==> config.mk <==
export PLATFORM = sky130hd
export DESIGN_NAME = vh_result_unpacker_flat
export DESIGN_NICKNAME = d
export VERILOG_FILES = /design/src/rtl/vh_pkg.sv /design/src/rtl/vh_result_unpacker_if.sv /design/src/rtl/vh_field_ext.sv /design/src/rtl/vh_result_unpacker.sv /design/src/flat_wrapper.sv
export SDC_FILE = /design/constraint.sdc
export NUM_CORES = 1
export LEC_CHECK = 0
export BUFFER_PORTS_ARGS = -buffer_cell sky130_fd_sc_hd__buf_4
export CORE_MARGIN = 3
export CORE_UTILIZATION = 60
export CTS_BUF_LIST = sky130_fd_sc_hd__clkbuf_4 sky130_fd_sc_hd__clkbuf_8
export CTS_CLUSTER_SIZE = 10
export DETAILED_ROUTE_END_ITERATION = 10
export PLACE_DENSITY = 0.83
export SLEW_MARGIN = 20
export SYNTH_ARGS = -nofsm -noshare
export SYNTH_HDL_FRONTEND = slang
export SYNTH_SLANG_ARGS = --single-unit
==> constraint.sdc <==
create_clock -name clk -period 6.5 [get_ports clk]
set_input_delay 0.975 -clock clk [delete_from_list [all_inputs] [get_ports clk]]
set_output_delay 0.975 -clock clk [all_outputs]
set_load 0.005 [all_outputs]
==> src/rtl/vh_pkg.sv <==
// Shared constants and field-layout helpers for the vloghammer result unpacker.
// Field k is 4 + (k mod 3) bits wide and is signed when (k mod 6) >= 3.
package vh_pkg;

    localparam int VH_NFIELDS = 18;
    localparam int VH_YW      = 90;
    localparam int VH_OW      = 8;

    typedef enum logic {
        ST_IDLE = 1'b0,
        ST_EMIT = 1'b1
    } state_t;

    function automatic logic [2:0] vh_fwidth(input logic [4:0] k);
        vh_fwidth = 3'd4 + 3'(k % 5'd3);
    endfunction

    function automatic logic vh_fsigned(input logic [4:0] k);
        vh_fsigned = ((k % 5'd6) >= 5'd3);
    endfunction

endpackage

==> src/rtl/vh_result_unpacker_if.sv <==
// Packed-vector input and per-field output handshake bundle of the unpacker.
interface vh_result_unpacker_if;
    import vh_pkg::*;

    logic                in_valid;
    logic                in_ready;
    logic [VH_YW-1:0]    in_y;
    logic                out_valid;
    logic                out_ready;
    logic [4:0]          out_idx;
    logic [VH_OW-1:0]    out_field;
    logic                out_signed;
    logic                out_last;
    logic [VH_OW-1:0]    out_chk;

    modport slave (
        input  in_valid, in_y, out_ready,
        output in_ready, out_valid, out_idx, out_field, out_signed, out_last, out_chk
    );

    modport master (
        output in_valid, in_y, out_ready,
        input  in_ready, out_valid, out_idx, out_field, out_signed, out_last, out_chk
    );

endinterface

==> src/rtl/vh_field_ext.sv <==
// Extends the current field, held in the top bits of a 6-bit window, to 8 bits.
module vh_field_ext (
    input  logic [5:0] top6,
    input  logic [2:0] width,
    input  logic       sgn,
    output logic [7:0] field
);

    logic [7:0] raw_s;
    logic [7:0] mask_s;

    // Right-align the field, then fill the bits above it with its sign when signed.
    always_comb begin
        raw_s  = {2'b00, top6} >> (3'd6 - width);
        mask_s = 8'hFF << width;
        if (sgn && top6[5]) begin
            field = raw_s | mask_s;
        end else begin
            field = raw_s;
        end
    end

endmodule

==> src/rtl/vh_result_unpacker.sv <==
// Accepts one packed 90-bit result vector and streams its 18 fields out one
// per handshake, extended to 8 bits, with a running XOR checksum on the last.
module vh_result_unpacker
    import vh_pkg::*;
#(
    parameter int NFIELDS = VH_NFIELDS,
    parameter int YW      = VH_YW,
    parameter int OW      = VH_OW
) (
    input  logic                 clk,
    input  logic                 reset,
    vh_result_unpacker_if.slave  bus
);

    state_t          state_q, state_d;
    logic [4:0]      idx_q,   idx_d;
    logic [YW-1:0]   sr_q,    sr_d;
    logic [OW-1:0]   chk_q,   chk_d;

    logic [2:0]      fw_s;
    logic            fsgn_s;
    logic [OW-1:0]   ext_s;
    logic            emit_s;
    logic            last_s;
    logic            out_hs_s;

    assign fw_s     = vh_fwidth(idx_q);
    assign fsgn_s   = vh_fsigned(idx_q);
    assign emit_s   = (state_q == ST_EMIT);
    assign last_s   = emit_s && (idx_q == 5'(NFIELDS - 1));
    assign out_hs_s = emit_s && bus.out_ready;

    vh_field_ext u_ext (
        .top6  (sr_q[YW-1 -: 6]),
        .width (fw_s),
        .sgn   (fsgn_s),
        .field (ext_s)
    );

    // Outputs are decoded straight from registered state; only in_ready and
    // out_chk reach through to out_ready / the live field.
    assign bus.in_ready   = !reset && (!emit_s || (last_s && bus.out_ready));
    assign bus.out_valid  = emit_s;
    assign bus.out_idx    = idx_q;
    assign bus.out_field  = emit_s ? ext_s : {OW{1'b0}};
    assign bus.out_signed = emit_s && fsgn_s;
    assign bus.out_last   = last_s;
    assign bus.out_chk    = last_s ? (chk_q ^ ext_s) : {OW{1'b0}};

    // Next-state logic: load a vector, shift out one field per handshake, and
    // chain the next vector on the final handshake when one is waiting.
    always_comb begin
        state_d = state_q;
        idx_d   = idx_q;
        sr_d    = sr_q;
        chk_d   = chk_q;
        case (state_q)
            ST_IDLE: begin
                if (bus.in_valid) begin
                    sr_d    = bus.in_y;
                    idx_d   = 5'd0;
                    chk_d   = {OW{1'b0}};
                    state_d = ST_EMIT;
                end else begin
                    state_d = ST_IDLE;
                end
            end
            ST_EMIT: begin
                if (out_hs_s) begin
                    chk_d = chk_q ^ ext_s;
                    sr_d  = sr_q << fw_s;
                    if (last_s) begin
                        if (bus.in_valid) begin
                            sr_d    = bus.in_y;
                            idx_d   = 5'd0;
                            chk_d   = {OW{1'b0}};
                            state_d = ST_EMIT;
                        end else begin
                            idx_d   = 5'd0;
                            chk_d   = {OW{1'b0}};
                            state_d = ST_IDLE;
                        end
                    end else begin
                        idx_d = idx_q + 5'd1;
                    end
                end else begin
                    state_d = ST_EMIT;
                end
            end
            default: begin
                state_d = ST_IDLE;
                idx_d   = 5'd0;
                sr_d    = {YW{1'b0}};
                chk_d   = {OW{1'b0}};
            end
        endcase
    end

    // State registers with synchronous active-high reset.
    always_ff @(posedge clk) begin
        if (reset) begin
            state_q <= ST_IDLE;
            idx_q   <= 5'd0;
            sr_q    <= {YW{1'b0}};
            chk_q   <= {OW{1'b0}};
        end else begin
            state_q <= state_d;
            idx_q   <= idx_d;
            sr_q    <= sr_d;
            chk_q   <= chk_d;
        end
    end

endmodule

==> src/flat_wrapper.sv <==
// flat-port wrapper written by rule: the top's interface ports become plain ports
module vh_result_unpacker_flat import vh_pkg::*;
#(
    parameter int NFIELDS = VH_NFIELDS,
    parameter int YW      = VH_YW,
    parameter int OW      = VH_OW
)
  (clk, reset, bus_in_valid, bus_in_y, bus_out_ready, bus_in_ready, bus_out_valid, bus_out_idx, bus_out_field, bus_out_signed, bus_out_last, bus_out_chk);
  vh_result_unpacker_if bus_i ();
  input  logic clk;
  input  logic reset;
  input wire logic [$bits(bus_i.in_valid)-1:0] bus_in_valid;
  input wire logic [$bits(bus_i.in_y)-1:0] bus_in_y;
  input wire logic [$bits(bus_i.out_ready)-1:0] bus_out_ready;
  output wire logic [$bits(bus_i.in_ready)-1:0] bus_in_ready;
  output wire logic [$bits(bus_i.out_valid)-1:0] bus_out_valid;
  output wire logic [$bits(bus_i.out_idx)-1:0] bus_out_idx;
  output wire logic [$bits(bus_i.out_field)-1:0] bus_out_field;
  output wire logic [$bits(bus_i.out_signed)-1:0] bus_out_signed;
  output wire logic [$bits(bus_i.out_last)-1:0] bus_out_last;
  output wire logic [$bits(bus_i.out_chk)-1:0] bus_out_chk;
  assign bus_i.in_valid = bus_in_valid;
  assign bus_i.in_y = bus_in_y;
  assign bus_i.out_ready = bus_out_ready;
  assign bus_in_ready = bus_i.in_ready;
  assign bus_out_valid = bus_i.out_valid;
  assign bus_out_idx = bus_i.out_idx;
  assign bus_out_field = bus_i.out_field;
  assign bus_out_signed = bus_i.out_signed;
  assign bus_out_last = bus_i.out_last;
  assign bus_out_chk = bus_i.out_chk;
  vh_result_unpacker #(.NFIELDS(NFIELDS), .YW(YW), .OW(OW)) u_core (.clk(clk), .reset(reset), .bus(bus_i));
endmodule
==> run metrics <==
die width=122 µm; Setup Skew=0.0144 ns; crit share post-route=93.0%; Synthesized Nets=1216; drc violations=0; total wire length=23600 µm; worst hold start=u_core.sr_q[7]; syn_area_per_cell=7.30 µm²; worst slack, placed=0.802 ns; Global Route Usage Sum=31.0%; vias after detailed routing=8801; port bufs=118; Clock Latency Late Sink=0.40 ns; hold endpoint=u_core.sr_q[7]; worst-margin pin slew=1.07 ns; Worst slew margin=28.4%; Async SR Flop Fraction=0%; Post-synth EDFFs=0; Register Area=2090 µm²; RSZ-0062 raised after global routing=no; clock root cell=clkbuf_8; largest net degree at the start of global routing=99; # fillers=1110; layout cell share with drive strength beyond 1=14.7%; most frequent cells in the layout=nand2_1 (141), buf_4 (130), nor2_1 (129), a21oi_1 (122), mux2i_1 (113); reg2reg end=u_core.sr_q[82]; first-pass GRT wire length=38400 µm; R2R setup slack=1.34 ns; DP HPWL=15400 µm; area leader, netlist=dfxtp_1; Distinct cells, synth=60; antenna violations before repair=0; Max Root-Sink Buffers=2; Tmin final=6.04 ns; Arr. time, crit path=5.07 ns; top cell type's share of synthesized area=25.7%; DRT Pass-1 Iters=7; Internal Pwr Total=1.07 mW; Worst setup EP type=output port; reg2reg start=u_core.bus.out_idx[1]; sw frac=35.3%; Final #Nets=1251; fin. max-slew vios=0; final setup margin=0.457 ns; HP Class=reg2reg; Finished Layout Cells=1322; NetSw=584 µW; maxcap violations=0; Critical Path Source Type=flip-flop; commonest non-fill, non-tap cell in the layout=nand2_1; Reg power frac=45.0%; Vias/cell=6.66; Setup-failing EPs final=0; Die ar.=14900 µm²; Multi-input gate area=5480 µm²; DR WL/cell=17.8 µm; pwr/cell area=183 nW/µm²; setup TNS=0 ns; final antenna-violating net count=0; Synth Flop Type=dfxtp_1; flops & latches, synth=104; register area share after synthesis=25.7%; Pwr Total=1.66 mW; R2R depth=18; status=completed; cell count after synthesis=1110; CTS H-tree lvls=3; core area=12900 µm²; Mapped Area=8100 µm²; hold slack=0.512 ns; CP Max Fanout=19; Syn-to-layout area delta=11.7%; CP Class=reg2out; Die Span Y=122 µm; clock power share=26.4%; critical path required time=5.52 ns; Max VDD drop=0.0984 mV; Rows=41; global route total overflow=0; synth warn=0; number of global-route vias before repair=7754; initial detailed-routing violation count=1054; final hold violations=0; CTS tree=built; hold path depth=2; Ports=119; CTS clk-pin slew, worst paths=0.10 ns; CTS sink cnt=104; Final Util=70.0%; Comb pwr share=28.6%; fmax=0.165 GHz; diode count=0; area post-placement=8820 µm²; Setup Buffers After CTS=0; Leak Pwr=4.25 nW; Synth area leaders=dfxtp_1 (26%), mux2i_1 (14%), o221ai_1 (8.0%); total CTS buffers=9; placed instance count=1305; GP Congestion=0.961; Final Cell Area=9050 µm²; Initial Util=62.7%; Post-CTS Hold Buffers=0
==> critical path, stage by stage, from the launching register on <==
cell and delay, ns:
dfxtp_2 0.43, ha_1 0.41, and3b_1 0.20, o21a_1 0.20, o41ai_1 0.34, a21boi_2 0.29, ha_1 0.24, a311oi_1 0.07
mux2_4 0.33, and2_1 0.19, o21ai_4 0.14, inv_2 0.09, ha_1 0.42, inv_1 0.18, nor4_1 0.07, a41oi_1 0.17
nand3_1 0.10, a21oi_1 0.37, xor2_1 0.19, nor2_1 0.05, buf_4 0.15
==> synthesized netlist by cell type, types with 4 or more instances <==
cell type and n:
o221ai_1 74, o21ai_0 15, nor2_1 130, nand3_1 18
dfxtp_1 104, a211oi_1 14, mux2i_1 113, buf_6 8
nand2b_1 6, nand3b_1 4, a211o_1 4, inv_1 13
a32oi_1 5, a21oi_1 122, nand2_1 141, and2_1 6
a21o_1 7, xor2_1 5, nor3_1 79, o22ai_1 8
o21ai_1 4, buf_4 11, a31oi_1 57, clkbuf_1 72
ha_1 12, a221oi_1 8, buf_2 12
==> cell families (layout without fill, tap and decap cells) <==
group,after synthesis,count (layout),synth area share (%)
buffers and inverters,123,163,7.27
DFF,104,104,25.7
xor gates and xnor gates,8,8,0.865
adders and majority gates,12,12,1.85
AOI/OAI and AO/OA,338,338,27.8
and+or+nand+nor,411,411,22.3
muxes,114,114,14.1
==> how the worst max path moves through the flow <==
stage | from | endpoint | slack [ns] | cells past startpoint
CTS | u_core.bus.out_idx[3] | bus_out_chk[1] | 0.34 | 20
detailed placement | u_core.bus.out_idx[3] | bus_out_chk[1] | 0.80 | 20
global route | u_core.bus.out_idx[3] | bus_out_chk[1] | 0.09 | 20
global placement | u_core.bus.out_idx[3] | bus_out_chk[1] | 0.94 | 20
finish | u_core.bus.out_idx[3] | bus_out_chk[1] | 0.46 | 20
floorplan | u_core.bus.out_idx[0] | bus_out_chk[1] | 0.77 | 25
==> routing by layer <==
metal	routed length, µm	GRT usage (%)	up-vias
met5	0	0	-
met4	713	12.7	0
met3	1820	4.60	61
met2	10900	48.0	429
met1	10200	43.3	4137
li1	-	-	4174
==> power by group through the flow <==
| stage | logic [mW] | registers [mW] | clock network (mW) |
|---|---|---|---|
| floorplan | 0.337 | 0.740 | 0 |
| global placement | 0.456 | 0.756 | 0 |
| detailed placement | 0.463 | 0.757 | 0 |
| CTS | 0.466 | 0.743 | 0.440 |
| global route | 0.527 | 0.752 | 0.463 |
| finish | 0.473 | 0.745 | 0.437 |
==> final cells by class <==
type	instances	share of cell area, %
Multi-Input combinational cell	883	60.6
Timing Repair Buffer	131	11.1
Clock inverter	6	0.733
Sequential cell	104	23.0
Clock buffer	10	1.52
Tap cell	172	2.38
Inverter	16	0.664
==> registers in the layout (all words and copies together), names as in the netlist <==
register / cells
u_core.sr_q: 90
u_core.chk_q: 8
u_core.bus.out_idx: 5
u_core.bus.out_valid: 1
==> what timing repair did <==
item,CTS,global route
resized for setup,0,3
endpoints found under the hold margin,0,0
endpoints found under the setup margin,0,2
(Power assumes the default switching activity.)
